<file path="config.mk">
export PLATFORM = sky130hd
export DESIGN_NAME = uart_mmio_port
export DESIGN_NICKNAME = d
export VERILOG_FILES = /design/src/rtl/uart_mmio_pkg.sv /design/src/rtl/baud_tick_gen.sv /design/src/rtl/uart_mmio_port.sv
export SDC_FILE = /design/constraint.sdc
export NUM_CORES = 1
export LEC_CHECK = 0
export CORE_MARGIN = 2
export CORE_UTILIZATION = 47
export CTS_BUF_LIST = sky130_fd_sc_hd__clkbuf_4 sky130_fd_sc_hd__clkbuf_8
export DETAILED_ROUTE_END_ITERATION = 8
export GPL_TIMING_DRIVEN = 0
export PLACE_DENSITY = 0.82
export SLEW_MARGIN = 20
export SYNTH_ARGS = -nofsm -noshare
export SYNTH_HDL_FRONTEND = slang
export SYNTH_SLANG_ARGS = --single-unit
</file>
<file path="constraint.sdc">
create_clock -name clk -period 5 [get_ports clk]
set_clock_uncertainty 0.05 [all_clocks]
set_input_delay 1.5 -clock clk [delete_from_list [all_inputs] [get_ports clk]]
set_output_delay 1.5 -clock clk [all_outputs]
set_load 0.01 [all_outputs]
</file>
<file path="src/rtl/uart_mmio_pkg.sv">
// Shared definitions for the memory-mapped UART port: register offsets,
// CON bit positions, the common TX/RX state encoding and the address decoder.
package uart_mmio_pkg;

  localparam logic [31:0] TXD_OFF = 32'd0;
  localparam logic [31:0] RXD_OFF = 32'd4;
  localparam logic [31:0] CON_OFF = 32'd8;

  localparam int CON_TX_BUSY   = 0;
  localparam int CON_RX_VALID  = 1;
  localparam int CON_OVERRUN   = 2;
  localparam int CON_FRAME_ERR = 3;
  localparam int CON_IRQ_EN    = 4;

  typedef enum logic [1:0] {
    ST_IDLE  = 2'd0,
    ST_START = 2'd1,
    ST_DATA  = 2'd2,
    ST_STOP  = 2'd3
  } uart_state_t;

  // Word-granular address match; the byte-lane bits of the address are ignored.
  function automatic logic reg_hit(input logic [31:0] a, input logic [31:0] base,
                                   input logic [31:0] off);
    logic [31:0] target;
    target = base + off;
    return (a[31:2] == target[31:2]);
  endfunction

endpackage

</file>
<file path="src/rtl/baud_tick_gen.sv">
// Free-running divider producing a one-clk pulse at 16x the serial bit rate.
module baud_tick_gen #(
  parameter int DIV = 4
) (
  input  logic clk,
  input  logic reset,
  output logic tick
);

  localparam int CW = (DIV > 1) ? $clog2(DIV) : 1;

  logic [CW-1:0] r_cnt;
  logic          w_wrap;

  assign w_wrap = (r_cnt == CW'(DIV - 1));
  assign tick   = w_wrap;

  // Count 0..DIV-1 and wrap.
  always_ff @(posedge clk or posedge reset) begin
    if (reset) begin
      r_cnt <= '0;
    end else if (w_wrap) begin
      r_cnt <= '0;
    end else begin
      r_cnt <= r_cnt + 1'b1;
    end
  end

endmodule

</file>
<file path="src/rtl/uart_mmio_port.sv">
// Memory-mapped 8N1 UART on the core data bus. TXD stalls the core through
// `ready` while a frame is in flight; RXD/CON expose received data and status.
module uart_mmio_port
  import uart_mmio_pkg::*;
#(
  parameter int          CLK_HZ = 50000000,
  parameter int          BAUD   = 9600,
  parameter int          DIV    = CLK_HZ / (BAUD * 16),
  parameter logic [31:0] BASE   = 32'h4000_0018
) (
  input  logic        clk,
  input  logic        reset,
  input  logic        rd_en,
  input  logic        wr_en,
  input  logic [31:0] addr,
  input  logic [31:0] wdata,
  output logic [31:0] rdata,
  output logic        ready,
  input  logic        uart_rx,
  output logic        uart_tx,
  output logic        irq
);

  logic w_tick;

  baud_tick_gen #(.DIV(DIV)) u_tick (
    .clk   (clk),
    .reset (reset),
    .tick  (w_tick)
  );

  // ---------------------------------------------------------------- decode
  logic w_hit_txd, w_hit_rxd, w_hit_con;
  logic w_wr_txd, w_rd_rxd, w_wr_con;
  logic w_unused_wdata;

  assign w_hit_txd      = reg_hit(addr, BASE, TXD_OFF);
  assign w_hit_rxd      = reg_hit(addr, BASE, RXD_OFF);
  assign w_hit_con      = reg_hit(addr, BASE, CON_OFF);
  assign w_wr_txd       = wr_en & w_hit_txd;
  assign w_rd_rxd       = rd_en & w_hit_rxd;
  assign w_wr_con       = wr_en & w_hit_con;
  assign w_unused_wdata = ^wdata[31:8];

  // ---------------------------------------------------------------- TX
  uart_state_t r_tx_state, w_tx_state_nxt;
  logic [3:0]  r_tx_cnt, w_tx_cnt_nxt;
  logic [2:0]  r_tx_idx, w_tx_idx_nxt;
  logic [7:0]  r_tx_data;
  logic        r_tx_pend;
  logic        r_uart_tx;
  logic        w_tx_line_nxt;
  logic        w_tx_busy;
  logic        w_tx_done;
  logic        w_tx_accept;

  // A byte accepted while idle waits for the next tick; it already owns the
  // transmitter, so a second store in that window must stall as well.
  assign w_tx_busy   = (r_tx_state != ST_IDLE) | r_tx_pend;
  // Last clk of the stop bit: a waiting store is accepted here and chained
  // straight into the next start bit.
  assign w_tx_done   = (r_tx_state == ST_STOP) & w_tick & (r_tx_cnt == 4'd15);
  assign ready       = ~(w_wr_txd & w_tx_busy & ~w_tx_done);
  assign w_tx_accept = w_wr_txd & ready;
  assign uart_tx     = r_uart_tx;

  // TX next-state: each non-idle state lasts 16 ticks; data bits LSB first.
  always_comb begin
    w_tx_state_nxt = r_tx_state;
    w_tx_cnt_nxt   = r_tx_cnt;
    w_tx_idx_nxt   = r_tx_idx;
    if (w_tick && (r_tx_state != ST_IDLE)) begin
      w_tx_cnt_nxt = r_tx_cnt + 4'd1;
    end
    unique case (r_tx_state)
      ST_IDLE: begin
        if (r_tx_pend && w_tick) begin
          w_tx_state_nxt = ST_START;
          w_tx_cnt_nxt   = 4'd0;
          w_tx_idx_nxt   = 3'd0;
        end
      end
      ST_START: begin
        if (w_tick && (r_tx_cnt == 4'd15)) begin
          w_tx_state_nxt = ST_DATA;
          w_tx_idx_nxt   = 3'd0;
        end
      end
      ST_DATA: begin
        if (w_tick && (r_tx_cnt == 4'd15)) begin
          if (r_tx_idx == 3'd7) begin
            w_tx_state_nxt = ST_STOP;
          end else begin
            w_tx_idx_nxt = r_tx_idx + 3'd1;
          end
        end
      end
      ST_STOP: begin
        if (w_tx_done) begin
          w_tx_state_nxt = w_tx_accept ? ST_START : ST_IDLE;
          w_tx_idx_nxt   = 3'd0;
        end
      end
      default: w_tx_state_nxt = ST_IDLE;
    endcase
    unique case (w_tx_state_nxt)
      ST_START: w_tx_line_nxt = 1'b0;
      ST_DATA:  w_tx_line_nxt = r_tx_data[w_tx_idx_nxt];
      default:  w_tx_line_nxt = 1'b1;
    endcase
  end

  // TX state register; the serial line is registered so it never glitches.
  always_ff @(posedge clk or posedge reset) begin
    if (reset) begin
      r_tx_state <= ST_IDLE;
      r_tx_cnt   <= 4'd0;
      r_tx_idx   <= 3'd0;
      r_tx_pend  <= 1'b0;
      r_uart_tx  <= 1'b1;
    end else begin
      r_tx_state <= w_tx_state_nxt;
      r_tx_cnt   <= w_tx_cnt_nxt;
      r_tx_idx   <= w_tx_idx_nxt;
      r_uart_tx  <= w_tx_line_nxt;
      if ((r_tx_state == ST_IDLE) && (w_tx_state_nxt == ST_START)) begin
        r_tx_pend <= 1'b0;
      end else if (w_tx_accept && (w_tx_state_nxt == ST_IDLE)) begin
        r_tx_pend <= 1'b1;
      end
    end
  end

  // ---------------------------------------------------------------- RX
  uart_state_t r_rx_state, w_rx_state_nxt;
  logic [3:0]  r_rx_cnt, w_rx_cnt_nxt;
  logic [2:0]  r_rx_idx, w_rx_idx_nxt;
  logic        r_rx_s1, r_rx_s2, r_rx_prev;
  logic [7:0]  r_rx_shift;
  logic [7:0]  r_rx_data;
  logic        r_rx_valid, r_overrun, r_frame_err, r_irq_en, r_irq;
  logic        w_rx_fall;
  logic        w_rx_shift_en;
  logic        w_rx_done;
  logic        w_rx_ferr;

  assign w_rx_fall = r_rx_prev & ~r_rx_s2;
  assign irq       = r_irq;

  // Two-flop synchronizer plus a delayed copy for falling-edge detection.
  always_ff @(posedge clk or posedge reset) begin
    if (reset) begin
      r_rx_s1   <= 1'b1;
      r_rx_s2   <= 1'b1;
      r_rx_prev <= 1'b1;
    end else begin
      r_rx_s1   <= uart_rx;
      r_rx_s2   <= r_rx_s1;
      r_rx_prev <= r_rx_s2;
    end
  end

  // RX next-state: verify start at half a bit, then sample every 16 ticks.
  always_comb begin
    w_rx_state_nxt = r_rx_state;
    w_rx_cnt_nxt   = r_rx_cnt;
    w_rx_idx_nxt   = r_rx_idx;
    w_rx_shift_en  = 1'b0;
    w_rx_done      = 1'b0;
    w_rx_ferr      = 1'b0;
    if (w_tick && (r_rx_state != ST_IDLE)) begin
      w_rx_cnt_nxt = r_rx_cnt + 4'd1;
    end
    unique case (r_rx_state)
      ST_IDLE: begin
        if (w_rx_fall) begin
          w_rx_state_nxt = ST_START;
          w_rx_cnt_nxt   = 4'd0;
          w_rx_idx_nxt   = 3'd0;
        end
      end
      ST_START: begin
        if (w_tick && (r_rx_cnt == 4'd7)) begin
          w_rx_cnt_nxt   = 4'd0;
          w_rx_state_nxt = r_rx_s2 ? ST_IDLE : ST_DATA;
        end
      end
      ST_DATA: begin
        if (w_tick && (r_rx_cnt == 4'd15)) begin
          w_rx_shift_en = 1'b1;
          if (r_rx_idx == 3'd7) begin
            w_rx_state_nxt = ST_STOP;
          end else begin
            w_rx_idx_nxt = r_rx_idx + 3'd1;
          end
        end
      end
      ST_STOP: begin
        if (w_tick && (r_rx_cnt == 4'd15)) begin
          w_rx_state_nxt = ST_IDLE;
          w_rx_done      = r_rx_s2;
          w_rx_ferr      = ~r_rx_s2;
        end
      end
      default: w_rx_state_nxt = ST_IDLE;
    endcase
  end

  // RX state register.
  always_ff @(posedge clk or posedge reset) begin
    if (reset) begin
      r_rx_state <= ST_IDLE;
      r_rx_cnt   <= 4'd0;
      r_rx_idx   <= 3'd0;
    end else begin
      r_rx_state <= w_rx_state_nxt;
      r_rx_cnt   <= w_rx_cnt_nxt;
      r_rx_idx   <= w_rx_idx_nxt;
    end
  end

  // Status flags and interrupt; hardware sets take priority over clears.
  always_ff @(posedge clk or posedge reset) begin
    if (reset) begin
      r_rx_valid  <= 1'b0;
      r_overrun   <= 1'b0;
      r_frame_err <= 1'b0;
      r_irq_en    <= 1'b0;
      r_irq       <= 1'b0;
    end else begin
      if (w_rx_done) begin
        r_rx_valid <= 1'b1;
      end else if (w_rd_rxd) begin
        r_rx_valid <= 1'b0;
      end
      if (w_rx_done && r_rx_valid) begin
        r_overrun <= 1'b1;
      end else if (w_wr_con && wdata[CON_OVERRUN]) begin
        r_overrun <= 1'b0;
      end
      if (w_rx_ferr) begin
        r_frame_err <= 1'b1;
      end else if (w_wr_con && wdata[CON_FRAME_ERR]) begin
        r_frame_err <= 1'b0;
      end
      if (w_wr_con) begin
        r_irq_en <= wdata[CON_IRQ_EN];
      end
      r_irq <= r_irq_en & r_rx_valid;
    end
  end

  // Data-path registers carry no reset; their contents are qualified by flags.
  always_ff @(posedge clk) begin
    if (w_tx_accept) begin
      r_tx_data <= wdata[7:0];
    end
    if (w_rx_shift_en) begin
      r_rx_shift <= {r_rx_s2, r_rx_shift[7:1]};
    end
    if (w_rx_done) begin
      r_rx_data <= r_rx_shift;
    end
  end

  // Combinational load data; zero unless a mapped readable register is hit.
  always_comb begin
    rdata = 32'd0;
    if (rd_en) begin
      if (w_hit_rxd) begin
        rdata = {24'd0, r_rx_data};
      end else if (w_hit_con) begin
        rdata[CON_TX_BUSY]   = w_tx_busy;
        rdata[CON_RX_VALID]  = r_rx_valid;
        rdata[CON_OVERRUN]   = r_overrun;
        rdata[CON_FRAME_ERR] = r_frame_err;
        rdata[CON_IRQ_EN]    = r_irq_en;
      end
    end
  end

endmodule

</file>
After elaboration in Yosys (flattened, before gate mapping)
Index checks and enable logic that the tools add are counted.
{"block": "op_classes", "add_sub_neg": 5, "n_mul": 0, "div_mod_pow": 0, "magnitude_cmp": 1, "n_eq_ne": 23, "n_shift": 0, "mux": 53, "n_bitwise": 14, "reduce_logical": 23}
{"operator": "30-bit by 29-bit == test with 1-bit output (second input constant)", "n": 3}
{"operator": "3-bit 2-to-1 mux", "n": 9}
{"operator": "4-bit 2-to-1 mux", "n": 6}
{"operator": "2-bit 2-to-1 mux", "n": 11}
{"operator": "1-bit 2-to-1 mux", "n": 16}
{"operator": "2-bit one-hot mux with 4 select lines", "n": 2}
{"operator": "2-bit nonzero test", "n": 7}
{"operator": "2-bit inequality test (second input constant)", "n": 6}
{"operator": "3-bit one-hot mux with 4 select lines", "n": 1}
{"operator": "1-bit logical AND", "n": 11}
{"operator": "1-bit AND", "n": 10}
{"operator": "2-bit == test (second input constant)", "n": 5}
{"operator": "5-bit 2-to-1 mux", "n": 2}
{"operator": "9-bit by 1-bit adder with 9-bit output (second input constant)", "n": 1}
{"operator": "9-bit == test (second input constant)", "n": 1}
{"operator": "9-bit 2-to-1 mux", "n": 1}
{"operator": "4-bit by 1-bit adder with 4-bit output (second input constant)", "n": 2}
{"operator": "4-bit == test (second input constant)", "n": 2}
{"operator": "8-bit 2-to-1 mux", "n": 1}
{"operator": "4-bit one-hot mux with 2 select lines", "n": 1}
{"operator": "3-bit by 1-bit adder with 3-bit output (second input constant)", "n": 2}
{"operator": "2-bit by 1-bit == test with 1-bit output (second input constant)", "n": 3}
{"operator": "3-bit == test (second input constant)", "n": 2}
{"operator": "2-bit zero test", "n": 3}
{"operator": "9 further kinds", "n": 11}
{"block": "word_totals", "register_bits": 61, "latch_bits": 0, "ram_bits": 0, "mem_bits_ro": 0, "output_inout_bits": 35, "n_memories": 0}

Logic depth before layout (Yosys ltp)
Gate-level depths: netlist of the first run.
{"block": "depth", "depth_word": 14, "depth_mapped": 11}

Modules after synthesis
A second synthesis of the first run with hierarchy kept.
{"block": "unflattened", "hier_cells": 282, "hier_area_um2": 3083.0}
{"module": "uart_mmio_port", "n_inst": 1, "cells_per_inst": 240, "area_each_um2": 2655.0, "seq_area_each_um2": 1426.4}
{"module": "baud_tick_gen", "n_inst": 1, "cells_per_inst": 42, "area_each_um2": 427.9, "seq_area_each_um2": 225.2}

Worst setup path before layout of the first run
OpenSTA, ideal clock, no wires.
{"block": "synth_path", "path_kind": "input port to output port", "startpoint": "input port addr[22]", "endpoint": "output port rdata[0]", "arrival_ns": 3.069, "required_time_ns": 3.450, "slack_ns": 0.381, "path_stages": 5, "path_cell_list": "nor4b_1 > nand4_1 > or3_1 > nor3_1 > a22o_1"}
{"block": "synth_between", "elab_chain_cells": 4, "word_cells_on_any_way": 5}
{"element": "from (decl)", "line_no": "uart_mmio_port.sv:15", "rtl": "input logic [31:0] addr,"}
{"element": "30-bit by 29-bit == test with 1-bit output", "line_no": "uart_mmio_pkg.sv:27", "rtl": "return (a[31:2] == target[31:2]);"}
{"element": "5-bit 2-to-1 mux", "line_no": "uart_mmio_port.sv:272", "rtl": "end else if (w_hit_con) begin"}
{"element": "5-bit 2-to-1 mux (*)", "line_no": "uart_mmio_port.sv:270", "rtl": "if (w_hit_rxd) begin"}
{"element": "8-bit 2-to-1 mux (*)", "line_no": "uart_mmio_port.sv:269", "rtl": "if (rd_en) begin"}
{"element": "to (decl)", "line_no": "uart_mmio_port.sv:17", "rtl": "output logic [31:0] rdata,"}
Every way passes the cells marked *; elsewhere a longest branch is shown, timed or not.

Worst setup path in the final report of the first run
{"block": "layout_path", "startpoint": "input port addr[21]", "endpoint": "output port rdata[6]"}
{"block": "layout_between", "elab_chain_cells": 3}
{"element": "30-bit by 29-bit == test with 1-bit output", "line_no": "uart_mmio_pkg.sv:27"}
{"element": "3-bit 2-to-1 mux", "line_no": "uart_mmio_port.sv:270"}
{"element": "8-bit 2-to-1 mux", "line_no": "uart_mmio_port.sv:269"}
No other way between the ends.

==> results.txt, run 1 <==
Share of cells above drive strength 1 - 18.8%
CP max stage cell - clkdlybuf4s50_1
Maximum vdd ir drop - 254 uV
# hold bufs at CTS - 0
Share of flip-flops with an asynchronous set or reset - 60.7%
Overall fraction of global-route tracks in use - 19.3%
Clock latency on the worst-skew pair - 350 ps
Peak per-stage delay on the critical path - 420 ps
Count of unresolved DRC violations after routing - 0
GR Overflow Total - 0
Worst slew pin tran - 750 ps
Register-to-Register Path Depth - 6
Total die area - 0.00714 mm^2
Count of antenna diodes in the layout - 0
Vias in the first global route - 2372
Die W - 84.5 um
DR vias - 2334
Largest net degree at the start of global routing - 38
First DRT Iteration DRCs - 160
Final Net Count - 444
CP startpoint kind - input port
Crit path arrival time - 3360 ps
PwrDens - 247 mW/mm^2
Number of fill cells in the layout - 508
Cell total after placement - 431
Static leakage power - 1.77 nW
Placed instance area - 0.00376 mm^2
Worst slew margin relative to its limit - 50.0%
Vias per cell - 5.19
Unrepaired setup endpoints after global routing - no
Remaining number of nets flagged by the antenna check after routing - 0
Number of placement rows - 29
Most used flip-flop cell after synthesis - dfrtp_1
Launch point of the worst path - addr[21]
Worst slack at placement - -948 ps
Type of destination of the critical path - output pin
Area of the core - 0.00631 mm^2
Maximum level of the CTS H-tree - 3
Clock-pin slew on the worst setup and hold paths - 70 ps
Cells traversed along the worst timing path - clkdlybuf4s50_1 -> nor4_2 -> nand4_1 -> or3_4 -> nor3_4 -> buf_12 -> buf_12 -> and2_1 -> buf_2
R2R Path Start - u_tick.r_cnt[0]
Fin worst setup slack - 95.0 ps
Design area - 0.00399 mm^2
Multi-input gate area in the final layout - 0.00127 mm^2
# port buffers - 53
TritonCTS Buffers - 9
Type of the most critical hold path - reg2reg
Wire length of the first global-routing pass - 10900 um
Fmax - 0.204 GHz
Most frequent standard cell in the layout excluding fill and tap cells - clkdlybuf4s50_1
HPWL after DPL - 4540 um
Mapped Area - 0.00305 mm^2
Non-Filler Instances - 450
Hold Vio Cnt, Final - 0
Master cell of the clock root buffer - clkbuf_8
Part of the Yosys area used for sequential elements - 54.2%
Maximum root-to-sink buffer count - 2
Worst R2R End - r_rx_shift[3]
Hold slack - 309 ps
Fin crit period - 4910 ps
CTS tree - built
Crit path required time - 3450 ps
Final cell utilization of the core - 63.2%
Sinks on Clock Net - 61
TNS Setup - 0 ps
Number of failing setup endpoints in the final timing report - 0
Layout overhead on the synthesized area - 31.1%
Most frequent cells in the layout - clkdlybuf4s50_1 (40), dfrtp_1 (33), nand2_1 (26), buf_4 (25)
RD Place Congestion - 0.787
Vertical die dimension - 84.5 um
Max-cap violations - 0
Yosys warning count - 0
Initial Util - 48.2%
Detailed-route wire length per cell - 14.2 um
Final critical-path share of the clock period - 98.1%
Maximum fanout along the worst path - 6
Final Slew Violations - 0
CP Class - in2out
Initial antenna violation count - 0
Register cell area after layout - 0.00165 mm^2
Most frequent cell on the critical path - buf_12
Number of detailed-route iterations in the first pass - 4
Status - finished clean
Cell count after synthesis - 278
Total power of the final layout - 987 uW
Distinct cell type count of the synthesized netlist - 52
Number of enable-type register cells in the synthesized netlist - 24
Synthesized area per cell - 11.0 um^2
Wire length after detailed routing - 6400 um
Timing endpoint of the critical path - rdata[6]
Num ports - 104
Reg2Reg Setup Slack - 2340 ps
Total of flip-flops plus latches after synthesis - 61
WHS Path Cells - 0
## power breakdown
| part | internal, mW | switching, mW |
|---|---|---|
| sequential | 0.522 | 0.00108 |
| clock | 0.183 | 0.203 |
| combinational | 0.0458 | 0.0324 |
| total | 0.751 | 0.236 |
## critical path: cells and delay by family
family                 cells  cell delay, ps
buffers and inverters      4             780
and+or+nand+nor            5            1060
## cells in the mapped netlist (all sizes together) (4+ instances only)
cell    instances  share of area [%]
a22o            6                1.7
xor2            5                1.4
buf            25                6.4
dfstp           4                3.5
nand3           9                1.5
nand2          26                3.2
nand4           6                1.2
and2            7                1.5
dfrtp          33                 27
xnor2           6                1.7
nor2           20                2.5
nor4            6                1.2
o21ai           8                1.3
ha              7                2.9
edfxtp         24                 24
and3            6                1.2
inv            13                1.6
clkbuf          4               0.49
a21oi          14                2.7
## final cells by class
| type | instances | share of cell area (%) |
|---|---|---|
| plain buffers | 29 | 5.27 |
| multi-input cells | 198 | 31.8 |
| well taps | 77 | 2.41 |
| flip-flops and latches | 61 | 41.4 |
| clock buffers | 10 | 3.29 |
| clock inverters | 6 | 0.972 |
| inverters | 13 | 1.22 |
| repair buffers | 56 | 13.6 |
## state kept, by name, summed over array words and instances, names as in the netlist, 2 cells and up, named ones only
| register | flops |
|---|---|
| r_rx_cnt | 4 |
| r_rx_data | 8 |
| r_rx_idx | 3 |
| r_rx_shift | 8 |
| r_tx_cnt | 4 |
| r_tx_data | 8 |
| r_tx_idx | 3 |
| r_tx_state | 2 |
| u_tick.r_cnt | 9 |
## worst min path at each step
stage	endpoint	startpoint	slack (ps)
floorplan	r_rx_s2	r_rx_s1	300
global placement	r_rx_s2	r_rx_s1	300
detailed placement	r_rx_s2	r_rx_s1	300
CTS	r_rx_s2	r_rx_s1	310
global route	r_rx_s2	r_rx_s1	310
finish	r_rx_s2	r_rx_s1	310
## what timing repair did
item / 4_1_cts / 5_1_grt
setup endpoints to repair: 9 / 9
buffers inserted: 2 / 1
pin swaps: 3 / 1
resized for setup: 24 / 18
cloned: 0 / 0
## metal layers
layer  vias to the layer above  GRT usage (%)  routed length [um]
met5                         -              0                   0
met4                         0           8.23                 188
met3                        18           5.51                 306
met2                        70           32.4                3180
met1                      1116           23.5                2730
li1                       1130              -                   -
## kinds of logic after synthesis
group	synth area share (%)
AO/OA/AOI/OAI	11.1
XOR/XNOR	3.16
adder cells (fa/ha/maj)	2.88
buffers and inverters	8.50
flip-flops	54.2
multiplexers	1.36
other	0.123
AND/OR/NAND/NOR	18.7
Note: power is estimated with default switching activity, not from simulation.
==> run 2: changes to the inputs <==
ABC_CLOCK_PERIOD_IN_PS = 5000   (was unset)
SLEW_MARGIN = 15   (was 20)
==> results of run 2 <==
Final layout, timing and power as in run 1 (identical DEF).
